--- config.mk ---
export PLATFORM = sky130hd
export DESIGN_NAME = ins_fetcher
export DESIGN_NICKNAME = d
export VERILOG_FILES = /design/src/rtl/ins_fetch_pkg.sv /design/src/rtl/ins_queue.sv /design/src/rtl/ins_fetcher.sv
export SDC_FILE = /design/constraint.sdc
export NUM_CORES = 1
export LEC_CHECK = 0
export CORE_MARGIN = 5
export CORE_UTILIZATION = 50
export CTS_CLUSTER_DIAMETER = 80
export DETAILED_ROUTE_END_ITERATION = 6
export PLACE_DENSITY = 0.72
export REMOVE_ABC_BUFFERS = 1
export SYNTH_ARGS = -nofsm -noshare
export SYNTH_HDL_FRONTEND = slang
export SYNTH_SLANG_ARGS = --single-unit
--- constraint.sdc ---
create_clock -name clk_in -period 10.6 [get_ports clk_in]
set_input_delay 2.12 -clock clk_in [delete_from_list [all_inputs] [get_ports clk_in]]
set_output_delay 2.12 -clock clk_in [all_outputs]
set_load 0.03 [all_outputs]
--- src/rtl/ins_fetch_pkg.sv ---
// Shared types and constants for the instruction fetcher: FSM encoding, queue entry, PC steps.
package ins_fetch_pkg;

    typedef enum logic [1:0] {
        ST_IDLE  = 2'd0,
        ST_WAIT  = 2'd1,
        ST_DRAIN = 2'd2
    } fetch_state_e;

    typedef struct packed {
        logic [31:0] ins;
        logic [31:0] pc;
        logic        compressed;
    } ins_entry_t;

    localparam logic [31:0] PC_INC_HALF = 32'd2;
    localparam logic [31:0] PC_INC_WORD = 32'd4;

    function automatic logic is_compressed(input logic [31:0] ins);
        return ins[1:0] != 2'b11;
    endfunction

endpackage

--- src/rtl/ins_queue.sv ---
// Synchronous instruction FIFO with clear, full/empty flags and occupancy count.
module ins_queue
    import ins_fetch_pkg::*;
#(
    parameter int DEPTH = 4,
    localparam int PTR_W = $clog2(DEPTH),
    localparam int CNT_W = $clog2(DEPTH + 1)
) (
    input  logic             clk_in,
    input  logic             rst_n_in,
    input  logic             clr,
    input  logic             wr_en,
    input  ins_entry_t       wr_data,
    input  logic             rd_en,
    output ins_entry_t       rd_data,
    output logic             full,
    output logic             empty,
    output logic [CNT_W-1:0] count
);

    ins_entry_t       mem_q [DEPTH];
    logic [PTR_W-1:0] wr_ptr_q, wr_ptr_d;
    logic [PTR_W-1:0] rd_ptr_q, rd_ptr_d;
    logic [CNT_W-1:0] count_q, count_d;
    logic             do_wr, do_rd;

    assign full    = count_q == CNT_W'(DEPTH);
    assign empty   = count_q == '0;
    assign count   = count_q;
    assign rd_data = mem_q[rd_ptr_q];

    always_comb begin
        do_rd    = rd_en && !empty;
        do_wr    = wr_en && (!full || do_rd);
        wr_ptr_d = wr_ptr_q;
        rd_ptr_d = rd_ptr_q;
        count_d  = count_q;
        if (clr) begin
            wr_ptr_d = '0;
            rd_ptr_d = '0;
            count_d  = '0;
        end else begin
            // DEPTH is a power of two, so pointers wrap naturally
            wr_ptr_d = wr_ptr_q + PTR_W'(do_wr);
            rd_ptr_d = rd_ptr_q + PTR_W'(do_rd);
            count_d  = count_q + CNT_W'(do_wr) - CNT_W'(do_rd);
        end
    end

    always_ff @(posedge clk_in or negedge rst_n_in) begin
        if (!rst_n_in) begin
            wr_ptr_q <= '0;
            rd_ptr_q <= '0;
            count_q  <= '0;
        end else begin
            wr_ptr_q <= wr_ptr_d;
            rd_ptr_q <= rd_ptr_d;
            count_q  <= count_d;
        end
    end

    always_ff @(posedge clk_in) begin
        if (do_wr && !clr) begin
            mem_q[wr_ptr_q] <= wr_data;
        end
    end

endmodule

--- src/rtl/ins_fetcher.sv ---
// Instruction fetcher: issues one fetch at a time, queues results for the decoder, handles redirects.
// Optional macro INSFETCH_BYPASS_EN forwards done data straight to ins_* when the queue is empty.
module ins_fetcher
    import ins_fetch_pkg::*;
#(
    parameter int          QUEUE_DEPTH = 4,
    parameter logic [31:0] RESET_PC    = 32'h0
) (
    input  logic        clk_in,
    input  logic        rst_n_in,
    input  logic        rdy_in,
    input  logic        flush_pipline,
    input  logic [31:0] flush_pc,
    output logic        try_start_insfetch_task,
    output logic [31:0] insfetch_addr,
    input  logic        insfetch_task_done,
    input  logic [31:0] insfetch_ins_full,
    output logic        ins_valid,
    input  logic        ins_ready,
    output logic [31:0] ins_out,
    output logic [31:0] ins_pc,
    output logic        ins_is_compressed
);

    localparam int CNT_W = $clog2(QUEUE_DEPTH + 1);

    fetch_state_e     state_q, state_d;
    logic [31:0]      fetch_pc_q, fetch_pc_d;
    logic             req_q, req_d;
    logic [31:0]      addr_q, addr_d;
    logic             q_push, q_pop, q_clr, q_full, q_empty;
    logic [CNT_W-1:0] q_count;
    ins_entry_t       q_head, new_entry, head;
    logic             accept, can_issue;

    ins_queue #(.DEPTH(QUEUE_DEPTH)) u_queue (
        .clk_in   (clk_in),
        .rst_n_in (rst_n_in),
        .clr      (q_clr),
        .wr_en    (q_push),
        .wr_data  (new_entry),
        .rd_en    (q_pop),
        .rd_data  (q_head),
        .full     (q_full),
        .empty    (q_empty),
        .count    (q_count)
    );

    assign can_issue = (q_count < CNT_W'(QUEUE_DEPTH)) && !flush_pipline;
    assign accept    = rdy_in && (state_q == ST_WAIT) && insfetch_task_done && !flush_pipline;
    assign new_entry = '{ins: insfetch_ins_full, pc: fetch_pc_q,
                         compressed: is_compressed(insfetch_ins_full)};

    always_ff @(posedge clk_in or negedge rst_n_in) begin
        if (!rst_n_in) begin
            state_q    <= ST_IDLE;
            fetch_pc_q <= RESET_PC;
            req_q      <= 1'b0;
            addr_q     <= '0;
        end else begin
            state_q    <= state_d;
            fetch_pc_q <= fetch_pc_d;
            req_q      <= req_d;
            addr_q     <= addr_d;
        end
    end

    // done takes precedence over flush for the state: the response has landed either way
    always_comb begin
        state_d = state_q;
        if (rdy_in) begin
            unique case (state_q)
                ST_IDLE:  if (can_issue) state_d = ST_WAIT;
                ST_WAIT:  if (insfetch_task_done) state_d = ST_IDLE;
                          else if (flush_pipline) state_d = ST_DRAIN;
                ST_DRAIN: if (insfetch_task_done) state_d = ST_IDLE;
                default:  state_d = ST_IDLE;
            endcase
        end
    end

    always_comb begin
        fetch_pc_d = fetch_pc_q;
        req_d      = req_q;
        addr_d     = addr_q;
        q_clr      = 1'b0;
        q_pop      = 1'b0;
        q_push     = 1'b0;
        if (rdy_in) begin
            if (state_q == ST_IDLE && state_d == ST_WAIT) begin
                req_d  = 1'b1;
                addr_d = fetch_pc_q;
            end else if (state_d == ST_IDLE) begin
                req_d = 1'b0;
            end
            if (flush_pipline) begin
                fetch_pc_d = flush_pc;
                q_clr      = 1'b1;
            end else if (accept) begin
                fetch_pc_d = fetch_pc_q + (new_entry.compressed ? PC_INC_HALF : PC_INC_WORD);
            end
            q_pop = !q_empty && ins_ready && !flush_pipline;
        end
`ifdef INSFETCH_BYPASS_EN
        // Empty queue: show the arriving word now, store it only if the decoder did not take it
        head      = q_empty ? (accept ? new_entry : '0) : q_head;
        ins_valid = !q_empty || accept;
        q_push    = accept && !q_full && !(q_empty && ins_ready);
`else
        head      = q_empty ? '0 : q_head;
        ins_valid = !q_empty;
        q_push    = accept && !q_full;
`endif
        try_start_insfetch_task = req_q;
        insfetch_addr           = addr_q;
        ins_out                 = head.ins;
        ins_pc                  = head.pc;
        ins_is_compressed       = head.compressed;
    end

endmodule

-- Yosys cells after proc, flatten, opt, wreduce, memory -nomap -nowiden
Memories as Yosys holds them, arrays and structs flattened.
Index checks and enable logic that the tools add are counted.
- add/sub/neg operators: 5
- order comparisons: 1
- eq/ne operators: 5
- mux-type cells: 20
- reductions and logical operators: 24
- operators with widths (cell ; number):
    2-to-1 mux 65 bit ; 1
    2-to-1 mux 32 bit ; 2
    adder 32 x 3 -> 32 bit ; 1
    2-to-1 mux 2 bit ; 7
    logical AND 1 bit ; 11
    2-to-1 mux 1 bit ; 7
    2-to-1 mux 3 bit ; 2
    one-hot mux 2 bit (3 select lines) ; 1
    AND reduction 2 bit ; 3
    adder 2 x 1 -> 2 bit ; 2
    == test 2 x 1 -> 1 bit (second input constant) ; 2
    logical NOT 1 bit ; 4
    logical NOT 2 bit ; 2
    nonzero test 2 bit ; 2
    adder 3 x 1 -> 3 bit ; 1
    == test 3 bit (second input constant) ; 1
    logical NOT 3 bit ; 1
    less-than comparator 3 bit (second input constant) ; 1
    subtractor 3 x 1 -> 3 bit ; 1
    == test 2 bit (second input constant) ; 1
    inequality test 2 bit (second input constant) ; 1
    logical OR 1 bit ; 1
- register bits: 74
- RAM bits: 260
- input port bits: 70
- memories: 1
- memory list (memory ; words ; width ; read ports ; clocked after memory_dff ; wr ports ; line ; RTL):
    u_queue.mem_q ; 4 ; 65 ; 1 ; 0 ; 1 ; ins_queue.sv:21 ; ins_entry_t mem_q [DEPTH];

-- Depth between registers and ports, before layout
- depth after elaboration: 11
- gate-level depth with buffers: 11
- gate-level depth less buffers: 10

-- By module
A second synthesis with hierarchy kept.
- cell total of the unflattened synthesis: 800
- area, all modules: 13810.7 µm²
- by module, submodules not included (module ; instances ; cells each ; area an instance (µm²)):
    ins_queue ; 1 ; 375 ; 9835.7
    ins_fetcher ; 1 ; 425 ; 3975.1

-- Least setup slack after synthesis
No wires, ideal clock.
- path kind: input port to flip-flop
- from: input flush_pipline
- to: memory u_queue.mem_q[0][0] (netlist bit), enable pin
- library setup time: 0.581 ns
- arrival: 7.633 ns
- required time: 10.019 ns
- setup slack: 2.385 ns
- cell stages on the path: 5
- path through: buf_2 -> nor2b_1 -> nand3_1 -> a21oi_1 -> nor3b_1
- word-level cells in the longest chain between the ends: 9
- elaborated cells on any way between the ends: 14
- those cells by class: mux (5); reduce/logical (9)
- ends and longest elaborated chain (element ; line ; RTL):
    from (decl) ; ins_fetcher.sv:12 ; input logic flush_pipline,
    logical NOT 1 bit ; ins_fetcher.sv:50, ins_fetcher.sv:102 ;
    logical AND 1 bit ; ins_fetcher.sv:102 ; q_pop = !q_empty && ins_ready && !flush_pipline;
    2-to-1 mux 1 bit ; ins_fetcher.sv:89 ; if (rdy_in) begin
    logical AND 1 bit ; ins_queue.sv:33 ; do_rd = rd_en && !empty;
    logical OR 1 bit ; ins_queue.sv:34 ; do_wr = wr_en && (!full || do_rd);
    logical AND 1 bit ; ins_queue.sv:34 ;
    logical AND 1 bit (*) ; ins_queue.sv:63 ; if (do_wr && !clr) begin
    2-to-1 mux 1 bit (*) ; ins_queue.sv:63 ;
    2-to-1 mux 1 bit (implied by the code) (*) ; ins_queue.sv:64 ; mem_q[wr_ptr_q] <= wr_data;
    to (decl) ; ins_queue.sv:21 ;
Mark *: on every way between the ends. The rest lies on a longest branch, timed or not.

-- Worst setup path after layout
- from: register u_queue.rd_ptr_q[0]
- to: output ins_pc[29]
- word-level cells in the longest chain between the ends: 2
- ends and longest elaborated chain (element ; line ; RTL):
    from (decl) ; ins_queue.sv:23 ; logic [PTR_W-1:0] rd_ptr_q, rd_ptr_d;
    from (signal assigned) ; ins_queue.sv:57 ; rd_ptr_q <= rd_ptr_d;
    memory read (4 x 65 bit) ; -- ;
    2-to-1 mux 65 bit ; ins_fetcher.sv:110 ; head = q_empty ? '0 : q_head;
    to (decl) ; ins_fetcher.sv:21 ; output logic [31:0] ins_pc,
Every way passes these cells.

==> run_results.csv <==
group,metric,value,unit
run_status,status,"completed",
placed_design,portBuffers,168,
sta,finalCritPeriodShare,0.532,
grt,grt_pass1_vias,7783,
sta,setup_viol,0,
power_and_ir_drop,p_sw,1.52,mW
layout,final_cell_mix,"260 x edfxtp_1, 167 x clkdlybuf4s50_1, 73 x and2_1",
layout,final_nets,1027,
clock_network,clock-sinks,334,
sta,rsz0062_at_grt,"false",
clock_network,clk_latency,0.51,ns
worst_setup_path,critPathBufInv,2,
logic_synthesis,yosys.area.top_type,"edfxtp_1",
sta,skew,0.0222,ns
worst_setup_path,crit_arrival,3.52,ns
layout,area_growth_syn_to_layout,22.3,%
route,post_drt_via_cell_ratio,5.80,
worst_setup_path,cp_max_fo,43,
worst_setup_path,cp.required,8.48,ns
route,drc,0,
sta,tightest_slew,1.08,ns
logic_synthesis,yosysUniqueCellTypes,47,
sta,finalHoldViolations,0,
clock_network,cts_root_buffer,"clkbuf_16",
sta,fmax,177,MHz
worst_hold_path,hold_path.class,"flip-flop to flip-flop",
logic_synthesis,avgSynthCellArea,17.3,sq um
layout,instances_no_fill,1316,
floorplan,die_w,175,microns
worst_setup_path,worstSetupStartpointType,"flip-flop",
layout,antenna_cells,0,
route,drt_wl_total,29.7,mm
power_and_ir_drop,ir_worst_vdd,0.000146,V
clock_network,cts_tree,"done",
clock_network,cts.reportedPaths.clkPinSlew,0.06,ns
route,drt_iter0_markers,545,
clock_network,cts_buffers,34,
power_and_ir_drop,p_clk_frac,0.246,
clock_network,postCtsHoldBufs,0,
grt,track_usage,0.194,
logic_synthesis,yosys_warnings,0,
power_and_ir_drop,seqPwrFrac,0.392,
layout,drive_gt1_frac,0.170,
power_and_ir_drop,sw_frac_of_total,0.340,
flow_run,max_cap_viol_count,0,
floorplan,die_area,30600,sq um
placed_design,place_congestion,0.802,
worst_setup_path,crit_chain,"buf_4, mux4_2, and2_1, clkdlybuf4s50_1",
route,vias,7638,
logic_synthesis,synth_edf_count,260,
clock_network,post_cts_resized,0,
sta,timing.slew.headroom,0.278,
grt,grt_overflow,0,
floorplan,initial_core_util,0.506,
worst_setup_path,end_kind,"output pin",
logic_synthesis,synth_top_area_share,0.574,
logic_synthesis,yosys-top-cells-area,"edfxtp_1 57%, dfrtp_1 14%, mux4_2 11%, and2_1 3.4%, mux2_2 2.7%",
route,ant_nets,0,
logic_synthesis,syn_inst,785,
grt,grt_max_degree,75,
worst_setup_path,slowest_stage,"buf_4",
sta,fin_tns_setup,0,ns
power_and_ir_drop,p_per_area,269,nW/um^2
sta,fin_crit,5.64,ns
worst_setup_path,crit_type,"flip-flop to output pin",
worst_setup_path,path_delay_family,"buffers and inverters",
clock_network,post_cts_buffers,0,
logic_synthesis,synth_area,13600,sq um
power_and_ir_drop,intPower,2.95,mW
logic_synthesis,async_flop_share,0.222,
clock_network,clockBufferDepth,3,
floorplan,io_pins,169,
logic_synthesis,synthFlopType,"edfxtp_1",
placed_design,hpwl,17.8,mm
logic_synthesis,synth_seq_area_share,0.710,
worst_setup_path,cpPeakStageDelay,0.77,ns
sta,drv_slew,0,
floorplan,core,26900,sq um
grt,grt_pass1_wl,45.9,mm
route,wl_per_cell,22.6,microns
placed_design,dp.cells,1256,
floorplan,num_rows,60,
floorplan,die_y,175,microns
layout,layout_commonest_cell,"edfxtp_1",
grt,antenna_found_initial,0,
clock_network,h-tree-depth,2,
power_and_ir_drop,comb_power_share,0.361,
logic_synthesis,ys_ff_latch,334,
route,firstDrtPassIters,5,
power_and_ir_drop,p_leak,5.68,nW
layout,fin_util,0.619,
-- state kept, by name, indices dropped and copies added (netlist names) --
name,flops
fetch_pc_q,32
insfetch_addr,32
state_q,2
try_start_insfetch_task,1
u_queue.count,3
u_queue.mem_q,260
u_queue.rd_ptr_q,2
u_queue.wr_ptr_q,2
-- metrics by stage --
stage | setup slack, ns | cell area (sq um) | hold slack [ns] | total power [mW]
global placement | 5.22 | 15600 | 0.489 | 3.40
floorplan | 2.53 | 13400 | 0.491 | 2.74
global route | 4.72 | 16600 | 0.527 | 4.69
detailed placement | 5.04 | 15600 | 0.495 | 3.42
CTS | 4.84 | 16600 | 0.509 | 4.53
finish | 4.96 | 16600 | 0.503 | 4.47
-- power groups by stage --
stage / Sequential [mW] / Clock (mW) / Combinational, mW
floorplan: 1.86 / 0 / 0.880
global placement: 1.78 / 0 / 1.62
detailed placement: 1.78 / 0 / 1.63
CTS: 1.76 / 1.13 / 1.64
global route: 1.78 / 1.19 / 1.71
finish: 1.75 / 1.10 / 1.62
-- metal layers --
metal  GRT usage  routed length, microns  vias to the layer above
li1            -                       -                     3416
met1       0.282                   13200                     3916
met2       0.311                   14500                      273
met3      0.0394                    1710                       33
met4      0.0416                     400                        0
met5           0                       0                        -
-- synth_stat cells, types with 3 or more instances --
cell type / number
xnor2_1: 3
nor3_1: 8
or3_1: 6
edfxtp_1: 260
a31oi_1: 3
buf_2: 16
mux2i_1: 15
mux4_2: 65
clkbuf_1: 27
o22ai_1: 13
a41oi_1: 3
nand2_1: 26
nor2b_1: 4
and4_1: 3
and2_1: 73
nand3_1: 12
inv_1: 7
dfrtp_1: 74
a21o_1: 4
o21ai_0: 18
and3_1: 9
a22oi_1: 14
o31ai_1: 4
a21oi_1: 17
nand4_1: 11
buf_1: 3
ha_1: 4
nor2_1: 25
mux2_2: 33
-- logic make-up after synthesis --
logic type                 after synthesis  share of synthesized area
and+or+nand+nor                        183                     0.0742
AOI/OAI and AO/OA                       92                     0.0443
muxes                                  113                      0.146
xor gates and xnor gates                 4                    0.00258
buffers and inverters                   53                     0.0161
DFF                                    334                      0.710
adders and majority gates                6                    0.00662
-- final timing paths --
check	slack (ns)	start	end	cells past startpoint
setup / recovery	4.96	u_queue.rd_ptr_q[0]$_DFF_PN0_	ins_pc[29]	4
hold / removal	0.50	insfetch_addr[28]$_DFFE_PN0P_	insfetch_addr[28]$_DFFE_PN0P_	1
setup reg to reg	7.46	state_q[0]$_DFF_PN0_	u_queue.mem_q[2][36]$_DFFE_PP_	6
hold reg to reg	0.50	insfetch_addr[28]$_DFFE_PN0P_	insfetch_addr[28]$_DFFE_PN0P_	1
max in group asynchronous	8.05	rst_n_in	u_queue.rd_ptr_q[1]$_DFF_PN0_	1
min in group asynchronous	1.80	rst_n_in	insfetch_addr[10]$_DFFE_PN0P_	1
-- cell type report --
type / instances / area [sq um]
timing repair buffer: 176 / 1740
multi-input combinational: 398 / 3750
fill: 2013 / 10200
inverter: 7 / 26.3
clock buffer: 46 / 927
sequential: 334 / 9670
clock inverter: 14 / 97.6
tap: 341 / 427
No activity file was read; power rests on OpenSTA's default activity.
